File: src/rtl/load_store_unit_if.sv
// Core/memory bus bundle for load_store_unit: request, response and data-memory port.
// Handshakes: a transfer happens on a rising clk edge where valid && ready are both 1;
// the sender holds its payload stable while valid is 1 and ready is 0.
interface load_store_unit_if;
  logic        req_valid;
  logic        req_ready;
  logic        req_write;
  logic [7:0]  req_addr;
  logic [7:0]  req_wdata;
  logic        mem_enable;
  logic [7:0]  mem_address;
  logic [7:0]  mem_wdata;
  logic [15:0] mem_rdata;
  logic        rsp_valid;
  logic        rsp_ready;
  logic [15:0] rsp_data;
  logic        rsp_error;

  modport slave (
    input  req_valid, req_write, req_addr, req_wdata, mem_rdata, rsp_ready,
    output req_ready, mem_enable, mem_address, mem_wdata, rsp_valid, rsp_data, rsp_error
  );

  modport master (
    output req_valid, req_write, req_addr, req_wdata, mem_rdata, rsp_ready,
    input  req_ready, mem_enable, mem_address, mem_wdata, rsp_valid, rsp_data, rsp_error
  );
endinterface

File: src/rtl/load_store_unit.sv
// Single-outstanding load/store unit: IDLE -> ISSUE -> (WAIT) -> RESP.
// Optional macro LSU_BOUNDS_CHECK_EN rejects addresses >= MEM_DEPTH with rsp_error.
module load_store_unit #(
  parameter int READ_LATENCY = 1,
  parameter int MEM_DEPTH    = 33
) (
  input  logic             clk,
  input  logic             rst,
  load_store_unit_if.slave bus,
  output logic [1:0]       dbg_state
);

  typedef enum logic [1:0] {IDLE, ISSUE, WAIT, RESP} state_e;

  localparam logic [8:0] DEPTH9 = 9'(MEM_DEPTH);

  state_e      state_q, state_d;
  logic [2:0]  cnt_q, cnt_d;
  logic        wr_q;
  logic [7:0]  addr_q, wdata_q;
  logic [7:0]  mem_addr_q, mem_wdata_q;
  logic [15:0] rsp_data_q, rsp_data_d;
  logic        rsp_error_q, rsp_error_d;
  logic        accept;
  logic        oob;
  logic        issue;

  assign accept = bus.req_valid && (state_q == IDLE);
  assign issue  = (state_q == ISSUE);

`ifdef LSU_BOUNDS_CHECK_EN
  assign oob = ({1'b0, bus.req_addr} >= DEPTH9);
`else
  logic unused_depth;
  assign unused_depth = ^DEPTH9;
  assign oob = 1'b0;
`endif

  always_ff @(posedge clk) begin
    if (rst) begin
      state_q     <= IDLE;
      cnt_q       <= '0;
      wr_q        <= 1'b0;
      addr_q      <= '0;
      wdata_q     <= '0;
      mem_addr_q  <= '0;
      mem_wdata_q <= '0;
      rsp_data_q  <= '0;
      rsp_error_q <= 1'b0;
    end else begin
      state_q     <= state_d;
      cnt_q       <= cnt_d;
      rsp_data_q  <= rsp_data_d;
      rsp_error_q <= rsp_error_d;
      if (accept) begin
        wr_q    <= bus.req_write;
        addr_q  <= bus.req_addr;
        wdata_q <= bus.req_wdata;
      end
      // Memory port keeps the last issued address/data once ISSUE ends.
      if (issue) begin
        mem_addr_q  <= addr_q;
        mem_wdata_q <= wr_q ? wdata_q : 8'h00;
      end
    end
  end

  always_comb begin
    state_d     = state_q;
    cnt_d       = cnt_q;
    rsp_data_d  = rsp_data_q;
    rsp_error_d = rsp_error_q;
    case (state_q)
      IDLE: begin
        if (accept) begin
          rsp_data_d = 16'h0000;
          if (oob) begin
            state_d     = RESP;
            rsp_error_d = 1'b1;
          end else begin
            state_d     = ISSUE;
            rsp_error_d = 1'b0;
          end
        end
      end
      ISSUE: begin
        if (wr_q) begin
          state_d = RESP;
        end else begin
          state_d = WAIT;
          cnt_d   = 3'(READ_LATENCY);
        end
      end
      WAIT: begin
        cnt_d = cnt_q - 3'd1;
        if (cnt_q == 3'd1) begin
          rsp_data_d = bus.mem_rdata;
          state_d    = RESP;
        end
      end
      RESP: begin
        if (bus.rsp_ready) state_d = IDLE;
      end
      default: state_d = IDLE;
    endcase
  end

  assign bus.req_ready   = (state_q == IDLE);
  assign bus.mem_enable  = issue && wr_q;
  assign bus.mem_address = issue ? addr_q : mem_addr_q;
  assign bus.mem_wdata   = issue ? (wr_q ? wdata_q : 8'h00) : mem_wdata_q;
  assign bus.rsp_valid   = (state_q == RESP);
  assign bus.rsp_data    = rsp_data_q;
  assign bus.rsp_error   = rsp_error_q;
  assign dbg_state       = state_q;

endmodule

File: src/flat_wrapper.sv
// flat-port wrapper written by rule: the top's interface ports become plain ports
module load_store_unit_flat 
#(
  parameter int READ_LATENCY = 1,
  parameter int MEM_DEPTH    = 33
)
  (clk, rst, dbg_state, bus_req_valid, bus_req_write, bus_req_addr, bus_req_wdata, bus_mem_rdata, bus_rsp_ready, bus_req_ready, bus_mem_enable, bus_mem_address, bus_mem_wdata, bus_rsp_valid, bus_rsp_data, bus_rsp_error);
  load_store_unit_if bus_i ();
  input  logic clk;
  input  logic rst;
  output logic [1:0] dbg_state;
  input wire logic [$bits(bus_i.req_valid)-1:0] bus_req_valid;
  input wire logic [$bits(bus_i.req_write)-1:0] bus_req_write;
  input wire logic [$bits(bus_i.req_addr)-1:0] bus_req_addr;
  input wire logic [$bits(bus_i.req_wdata)-1:0] bus_req_wdata;
  input wire logic [$bits(bus_i.mem_rdata)-1:0] bus_mem_rdata;
  input wire logic [$bits(bus_i.rsp_ready)-1:0] bus_rsp_ready;
  output wire logic [$bits(bus_i.req_ready)-1:0] bus_req_ready;
  output wire logic [$bits(bus_i.mem_enable)-1:0] bus_mem_enable;
  output wire logic [$bits(bus_i.mem_address)-1:0] bus_mem_address;
  output wire logic [$bits(bus_i.mem_wdata)-1:0] bus_mem_wdata;
  output wire logic [$bits(bus_i.rsp_valid)-1:0] bus_rsp_valid;
  output wire logic [$bits(bus_i.rsp_data)-1:0] bus_rsp_data;
  output wire logic [$bits(bus_i.rsp_error)-1:0] bus_rsp_error;
  assign bus_i.req_valid = bus_req_valid;
  assign bus_i.req_write = bus_req_write;
  assign bus_i.req_addr = bus_req_addr;
  assign bus_i.req_wdata = bus_req_wdata;
  assign bus_i.mem_rdata = bus_mem_rdata;
  assign bus_i.rsp_ready = bus_rsp_ready;
  assign bus_req_ready = bus_i.req_ready;
  assign bus_mem_enable = bus_i.mem_enable;
  assign bus_mem_address = bus_i.mem_address;
  assign bus_mem_wdata = bus_i.mem_wdata;
  assign bus_rsp_valid = bus_i.rsp_valid;
  assign bus_rsp_data = bus_i.rsp_data;
  assign bus_rsp_error = bus_i.rsp_error;
  load_store_unit #(.READ_LATENCY(READ_LATENCY), .MEM_DEPTH(MEM_DEPTH)) u_core (.clk(clk), .rst(rst), .bus(bus_i), .dbg_state(dbg_state));
endmodule
File: config.mk
export PLATFORM = sky130hd
export DESIGN_NAME = load_store_unit_flat
export DESIGN_NICKNAME = d
export VERILOG_FILES = /design/src/rtl/load_store_unit_if.sv /design/src/rtl/load_store_unit.sv /design/src/flat_wrapper.sv
export SDC_FILE = /design/constraint.sdc
export NUM_CORES = 1
export LEC_CHECK = 0
export CAP_MARGIN = 15
export CELL_PAD_IN_SITES_DETAIL_PLACEMENT = 1
export CELL_PAD_IN_SITES_GLOBAL_PLACEMENT = 1
export CORE_AREA = 2 2 84 86
export DETAILED_ROUTE_END_ITERATION = 8
export DIE_AREA = 0 0 86 88
export PLACE_DENSITY_LB_ADDON = 0.1
export SLEW_MARGIN = 10
export SYNTH_ARGS = -nofsm -noshare
export SYNTH_HDL_FRONTEND = slang
export SYNTH_SLANG_ARGS = --single-unit
File: constraint.sdc
create_clock -name clk -period 2.05 [get_ports clk]
set_input_delay 0.3075 -clock clk [delete_from_list [all_inputs] [get_ports clk]]
set_output_delay 0.3075 -clock clk [all_outputs]
set_load 0.05 [all_outputs]
# Yosys cells after proc, flatten, opt, wreduce, memory -nomap -nowiden
# Index checks and enable logic that the tools add are counted.
dict set report totals {
  ff_bits 54
  wordCells 38
  in_bits 37
}
dict set report op_classes {
  add_sub_neg 1
  eq_ne 8
  reduce_logical 8
  muxes 13
}
# op count
set op_table {}
lappend op_table {{two-way mux 16 bit} 2}
lappend op_table {{case mux 16 bit (2 select lines)} 1}
lappend op_table {{two-way mux 8 bit} 3}
lappend op_table {{case mux 2 bit (4 select lines)} 1}
lappend op_table {{two-way mux 2 bit} 3}
lappend op_table {{case mux 3 bit (2 select lines)} 1}
lappend op_table {{AND reduction 3 bit} 2}
lappend op_table {{== test 2 bit, second input constant} 2}
lappend op_table {{!= test 2 x 1 -> 1 bit, second input constant} 2}
lappend op_table {{!= test 2 bit, second input constant} 2}
lappend op_table {{nonzero test 2 bit} 2}
lappend op_table {{== test 3 x 1 -> 1 bit, second input constant} 1}
lappend op_table {{two-way mux 3 bit} 1}
lappend op_table {{subtractor 3 x 1 -> 3 bit, second input constant} 1}
lappend op_table {{== test 2 x 1 -> 1 bit, second input constant} 1}
lappend op_table {{logical AND 1 bit} 2}
lappend op_table {{logical NOT 2 bit} 1}
lappend op_table {{AND reduction 2 bit} 1}
lappend op_table {{two-way mux 1 bit} 1}

# Longest topological paths before layout
# Gate-level depths: netlist (run 1).
dict set report logic_depth {
  word_depth 4
  depth_mapped 7
}

# Worst setup path before layout (run 1)
# OpenSTA, ideal clock, no wires.
dict set report synth_path {
  path_type {register to output}
  startpoint {reg u_core.state_q[1] (netlist: u_core.dbg_state[1])}
  endpoint {out bus_mem_wdata[0]}
  path_stages_with_launch 6
  arrival_ns 2.492
  slack_ns -0.750
  path_cell_list {dfxtp_1 inv_1 ha_1 buf_2 buf_2 o21ai_0}
}
dict set report synth_via {
  elab_chain_cells 2
}
# element line_no
set synth_rtl {}
lappend synth_rtl {{start, declared} load_store_unit.sv:17} ;# state_e state_q, state_d;
lappend synth_rtl {{start signal, assigned} load_store_unit.sv:51} ;# state_q <= state_d;
lappend synth_rtl {{== test 2 x 1 -> 1 bit} load_store_unit.sv:29} ;# assign issue = (state_q == ISSUE);
lappend synth_rtl {{two-way mux 8 bit} --}
lappend synth_rtl {{end, declared} flat_wrapper.sv:21} ;# output wire logic [$bits(bus_i.mem_wdata)-1:0] bus_mem_wdata;
# No other way between the ends.

# Final worst setup path (run 1)
dict set report layout_path {
  startpoint {reg u_core.state_q[1] (netlist: u_core.dbg_state[1])}
  endpoint {out bus_mem_address[1]}
}
dict set report layout_via {
  elab_chain_cells 2
}
# element line_no
set layout_rtl {}
lappend layout_rtl {{== test 2 x 1 -> 1 bit} load_store_unit.sv:29}
lappend layout_rtl {{two-way mux 8 bit} load_store_unit.sv:110} ;# assign bus.mem_address = issue ? addr_q : mem_addr_q;
lappend layout_rtl {{end, declared} flat_wrapper.sv:20} ;# output wire logic [$bits(bus_i.mem_address)-1:0] bus_mem_address;
# No other way between the ends.

==> results of run 1 <==
## per-stage QoR
stage	instances	power (mW)	instance area, sq um	hold WS [ns]	setup WS, ns
floorplan	224	2.254	2167	0.4319	0.07179
global placement	368	2.742	3136	0.4436	0.1386
global route	377	3.703	3291	0.4846	0.02667
CTS	377	3.530	3286	0.4583	0.03654
detailed placement	368	2.760	3136	0.4452	0.1220
finish	377	3.482	3291	0.4560	0.1230
## area by class of cell
| cell class | instances | area share [%] |
|---|---|---|
| sequential | 54 | 32.93 |
| inverter | 14 | 1.597 |
| timing repair buffer | 79 | 29.77 |
| clock inverter | 2 | 0.4943 |
| clock buffer | 6 | 2.510 |
| tap | 80 | 3.042 |
| multi-input combinational | 142 | 29.66 |
## registers in the layout, summed over array words and instances (netlist names)
name and count:
u_core.bus.rsp_data 16, u_core.addr_q 8, u_core.mem_addr_q 8, u_core.mem_wdata_q 8, u_core.wdata_q 8, u_core.cnt_q 3
u_core.dbg_state 2, u_core.wr_q 1
## logic make-up after synthesis
logic type	share of synthesized area, %
flip-flops	50.70
multiplexers	4.695
adder cells (fa/ha/maj)	4.108
other	0.1759
AND/OR/NAND/NOR	18.37
buffers and inverters	6.220
AO/OA/AOI/OAI	15.73
## timing repair
item / 4_1_cts / 5_1_grt
setup endpoints to repair: 9 / 5
gates resized for setup: 4 / 2
cloned: 1 / 0
## layout by cell type, fill, tap and decap left out, types with 6 or more instances in the layout
cell and count:
nor2b_1 17, dfxtp_1 52, a22o_1 16, inv_1 13
buf_12 18, clkbuf_8 6, a21oi_1 19, clkdlybuf4s50_1 54
o21ai_2 7, nand3_1 8, mux2_2 8, nand2_1 38
## critical path, stage by stage, from the launching register on
cell	delay, ns
dfxtp_2	0.37
inv_2	0.10
ha_4	0.17
buf_12	0.15
mux2_2	0.38
buf_12	0.16
## synthesized netlist by cell type (2+ instances only)
cell type	count
ha_1	7
nor2b_1	17
nand3_1	8
a21oi_1	19
buf_2	7
o21ai_0	10
mux2_2	8
a211oi_1	3
a22o_1	16
inv_1	14
nor2_1	4
buf_6	2
clkbuf_1	3
nand2_1	38
dfxtp_1	54
## power by group
group	internal [mW]	switching, mW
Clock	0.279	0.359
Combinational	0.683	0.898
Sequential	1.17	0.0915
## path summary, 6_finish.rpt
kind | startpoint | endpoint | depth (start not counted) | slack [ns]
hold reg to reg | u_core.addr_q[2] | u_core.addr_q[2] | 2 | 0.46
hold / removal | u_core.addr_q[2] | u_core.addr_q[2] | 2 | 0.46
setup / recovery | u_core.dbg_state[1] | bus_mem_address[1] | 5 | 0.12
setup reg to reg | u_core.dbg_state[0] | u_core.bus.rsp_data[2] | 6 | 0.35
## routing by layer
metal / routed length [um] / vias up / GRT usage (%) / share of wire [%]
met2: 2518 / 50 / 23.26 / 46
met1: 2631 / 815 / 20.14 / 48
met5: 0 / - / 0 / 0
met4: 29 / 0 / 3.896 / 0.53
li1: - / 889 / - / -
met3: 271 / 2 / 3.299 / 5.0
==> reports/qor.txt, run 1 <==
root buf cell: clkbuf_8
register area: 0.001084 sq mm
Core Box Area: 0.006644 sq mm
peak supply drop: 0.0008405 V
largest area contributor in the synthesized netlist: dfxtp_1
synth warn: 0
total CTS buffers: 5
layout cells sized above 1: 20.20%
Crit. End Element: primary output
hold crit path type: reg -> reg
max_cap viols: 0
Clk Latency, worst-skew pair: 0.31 ns
global-route wire length before repair: 8707 um
die footprint: 0.007568 sq mm
final period utilization: 94.00%
initial core utilization: 32.09%
status: finished clean
Std-Cell Rows: 30
detailed router's first-iteration violation count: 38
Area growth, synth to finish: 54.34%
Pleak: 1.261 nW
syn nets: 268
CTS Buffer Depth: 2
number of synthesized flops with an enable pin: 0
Critical Path Fanout Max: 13
Post-DRT Antenna Nets: 0
postcts setup bufs: 0
register bit count reported by yosys: 54
multi-input logic area: 975.9 sq um
register area share after synthesis: 50.70%
fin util: 49.53%
largest net degree at the start of global routing: 23
cell count after synthesis: 224
minimum clock period: 1.927 ns
overall die width: 86 um
Data required, critical path: 1.74 ns
Synth area leaders: dfxtp_1, nand2_1, a22o_1
Data arrival, critical path: 1.62 ns
top_reg_cell synth: dfxtp_1
dpl hpwl: 3769 um
Slew headroom: 58.72%
Layout Nets: 340
clk sinks: 54
endpoints failing hold: 0
Async SR Flop Fraction: 0%
initial antenna violation count: 0
RSZ-0062 raised after global routing: no
FILL cells: 740
Vias/cell: 4.658
final setup TNS: 0 ns
worst-margin pin slew: 0.6178 ns
via count: 1756
Avg Inst Size Synth: 9.518 sq um
Worst-path clk slew: 0.10 ns
pwr dens: 1058 mW/mm^2
Slew Limit Fails: 0
Setup Skew: 0.008632 ns
Setup Crit Path Kind: reg -> out
GPL Wtd Cong: 0.6972
H-tree levels: 2
mapped cell area: 0.002132 sq mm
all-layer global routing usage: 14.64%
Port Buf Inserts: 73
number of iterations in the first detailed-routing pass: 4
DRC Markers: 0
Diodes inserted: 0
f_max: 518.9 MHz
# hold bufs at CTS: 0
library cells used by synthesis: 29
Final Setup Violations: 0
vias in the first global route: 1726
WL per Instance: 14.46 um
DRT Wirelength: 5452 um
IO Pins: 75
Die Ht: 88 um
post-synth top area share: 50.70%
Worst setup SP type: register
final global-route overflow total: 0
CTS tree: yes
No activity file was read; power rests on OpenSTA's default activity.
==> run 2: changes to the inputs <==
TNS_END_PERCENT = 50   (was unset)
==> run 2 against run 1 <==
Compared with the run above:
- final cell count unchanged
- fmax about the same
- register-to-register slack about the same
==> reports/qor.txt, run 2 (same netlist as run 1, synthesis figures left out) <==
status: finished clean
Die Ht: 88 um
origin of the critical flop-to-flop path: u_core.dbg_state[0]
max FFs per register: 16
commonest non-fill, non-tap cells in the layout: clkdlybuf4s50_1, dfxtp_1, nand2_1, a21oi_1, buf_12
vias in the first global route: 1726
detailed router's first-iteration violation count: 38
Std-Cell Rows: 30
dpl hpwl: 3769 um
GPL Wtd Cong: 0.6972
hold crit path type: reg -> reg
initial core utilization: 32.09%
final global-route overflow total: 0
hold_sp: u_core.addr_q[2]
path depth of the worst reg2reg path: 6
overall die width: 86 um
final setup TNS: 0 ns
Area growth, synth to finish: 54.34%
DRC Markers: 0
layout cells sized above 1: 20.20%
Placed Area: 0.003136 sq mm
CTS Buffer Depth: 2
H-tree levels: 2
Crit. End Element: primary output
WHS Path Cells: 2
peak supply drop: 0.0008404 V
Post-DRT Antenna Nets: 0
Slew Limit Fails: 0
critical path cell sequence: inv_2, ha_4, buf_12, mux2_2, buf_12
Setup Crit Path Kind: reg -> out
all-layer global routing usage: 14.64%
Clk Latency, worst-skew pair: 0.31 ns
IO Pins: 75
cell mode on critical path: buf_12
minimum clock period: 1.927 ns
Layout Nets: 340
Seq pwr share: 36.3%
max incr delay on CP: 0.38 ns
design area: 0.003291 sq mm
Data required, critical path: 1.74 ns
pwr dens: 1058 mW/mm^2
Sw Share: 38.72%
CTS tree: yes
Pleak: 1.261 nW
Critical Path Fanout Max: 13
f_max: 519.0 MHz
Vias/cell: 4.658
total CTS buffers: 5
postcts setup bufs: 0
Worst setup SP type: register
largest net degree at the start of global routing: 23
number of iterations in the first detailed-routing pass: 4
FILL cells: 738
multi-input logic area: 975.9 sq um
Diodes inserted: 0
die footprint: 0.007568 sq mm
Core Box Area: 0.006644 sq mm
via count: 1756
global-route wire length before repair: 8707 um
endpoints failing hold: 0
commonest non-fill, non-tap cell in the layout: clkdlybuf4s50_1
worst-margin pin slew: 0.6177 ns
Psw: 1.348 mW
root buf cell: clkbuf_8
RSZ-0062 raised after global routing: no
CP max stage cell: mux2_2
Port Buf Inserts: 73
clk sinks: 54
Pint: 2.134 mW
max_cap viols: 0
Worst-path clk slew: 0.10 ns
reg2reg end: u_core.bus.rsp_data[2]
initial antenna violation count: 0
WL per Instance: 14.46 um
DRT Wirelength: 5451 um
final period utilization: 93.99%
clock share of power: 18.3%
Data arrival, critical path: 1.62 ns
hold path endpoint: u_core.addr_q[2]
part of the power in combinational logic: 45.4%
register area: 0.001084 sq mm
Slew headroom: 58.72%
R2R setup slack: 0.35 ns
Final Setup Violations: 0
Setup Skew: 0.008632 ns
## run 2: power by group through the flow
| stage | Combinational (mW) | Sequential, mW | Clock [mW] |
|---|---|---|---|
| after floorplan | 0.903 | 1.35 | 0 |
| after global placement | 1.47 | 1.27 | 0 |
| after detailed placement | 1.48 | 1.28 | 0 |
| after CTS | 1.58 | 1.26 | 0.671 |
| after global routing | 1.72 | 1.28 | 0.702 |
| final | 1.58 | 1.26 | 0.638 |
## run 2: per-stage QoR
| stage | instances | hold slack [ns] | power (mW) | setup slack (ns) | utilization, % |
|---|---|---|---|---|---|
| final | 377 | 0.4560 | 3.482 | 0.1232 | 49.53 |
| after global routing | 377 | 0.4846 | 3.702 | 0.02729 | 49.53 |
| after CTS | 377 | 0.4583 | 3.513 | -0.01479 | 49.30 |
| after detailed placement | 368 | 0.4452 | 2.760 | 0.1220 | 47.19 |
| after global placement | 368 | 0.4436 | 2.742 | 0.1386 | 47.19 |
| after floorplan | 224 | 0.4319 | 2.254 | 0.07179 | - |
## run 2: per-layer routing
metal	GRT usage [%]	share of wire [%]	routed length [um]
met4	3.896	0.53	29
met5	0	0	0
met2	23.26	46	2519
met3	3.299	5.0	271
met1	20.14	48	2630
## run 2: cell type report
cell class / instances / area share, %
multi-input combinational: 142 / 29.66
sequential: 54 / 32.93
inverter: 14 / 1.597
tap: 80 / 3.042
timing repair buffer: 79 / 29.77
clock inverter: 2 / 0.4943
clock buffer: 6 / 2.510
## run 2: critical path: cells and delay by family, from the launching register on
kind	cells	cell delay [ns]
flip-flops	1	0.37
buffers and inverters	3	0.41
multiplexers	1	0.38
adder cells (fa/ha/maj)	1	0.17
## run 2: worst max-delay path by stage
| stage | from | endpoint | slack [ns] |
|---|---|---|---|
| final | u_core.dbg_state[1] | bus_mem_address[1] | 0.12 |
| after CTS | u_core.dbg_state[1] | bus_mem_wdata[2] | -0.01 |
| after global routing | u_core.dbg_state[1] | bus_mem_wdata[2] | 0.03 |
| after detailed placement | bus_req_valid | u_core.bus.rsp_data[2] | 0.12 |
| after global placement | bus_req_valid | u_core.bus.rsp_data[7] | 0.14 |
| after floorplan | u_core.dbg_state[1] | bus_mem_wdata[0] | 0.07 |
## run 2: repair_timing
action	4_1_cts	5_1_grt
setup endpoints to repair	9	15
hold buffers	0	0
pin swaps	0	0
resized for setup	3	3
gates cloned	1	0
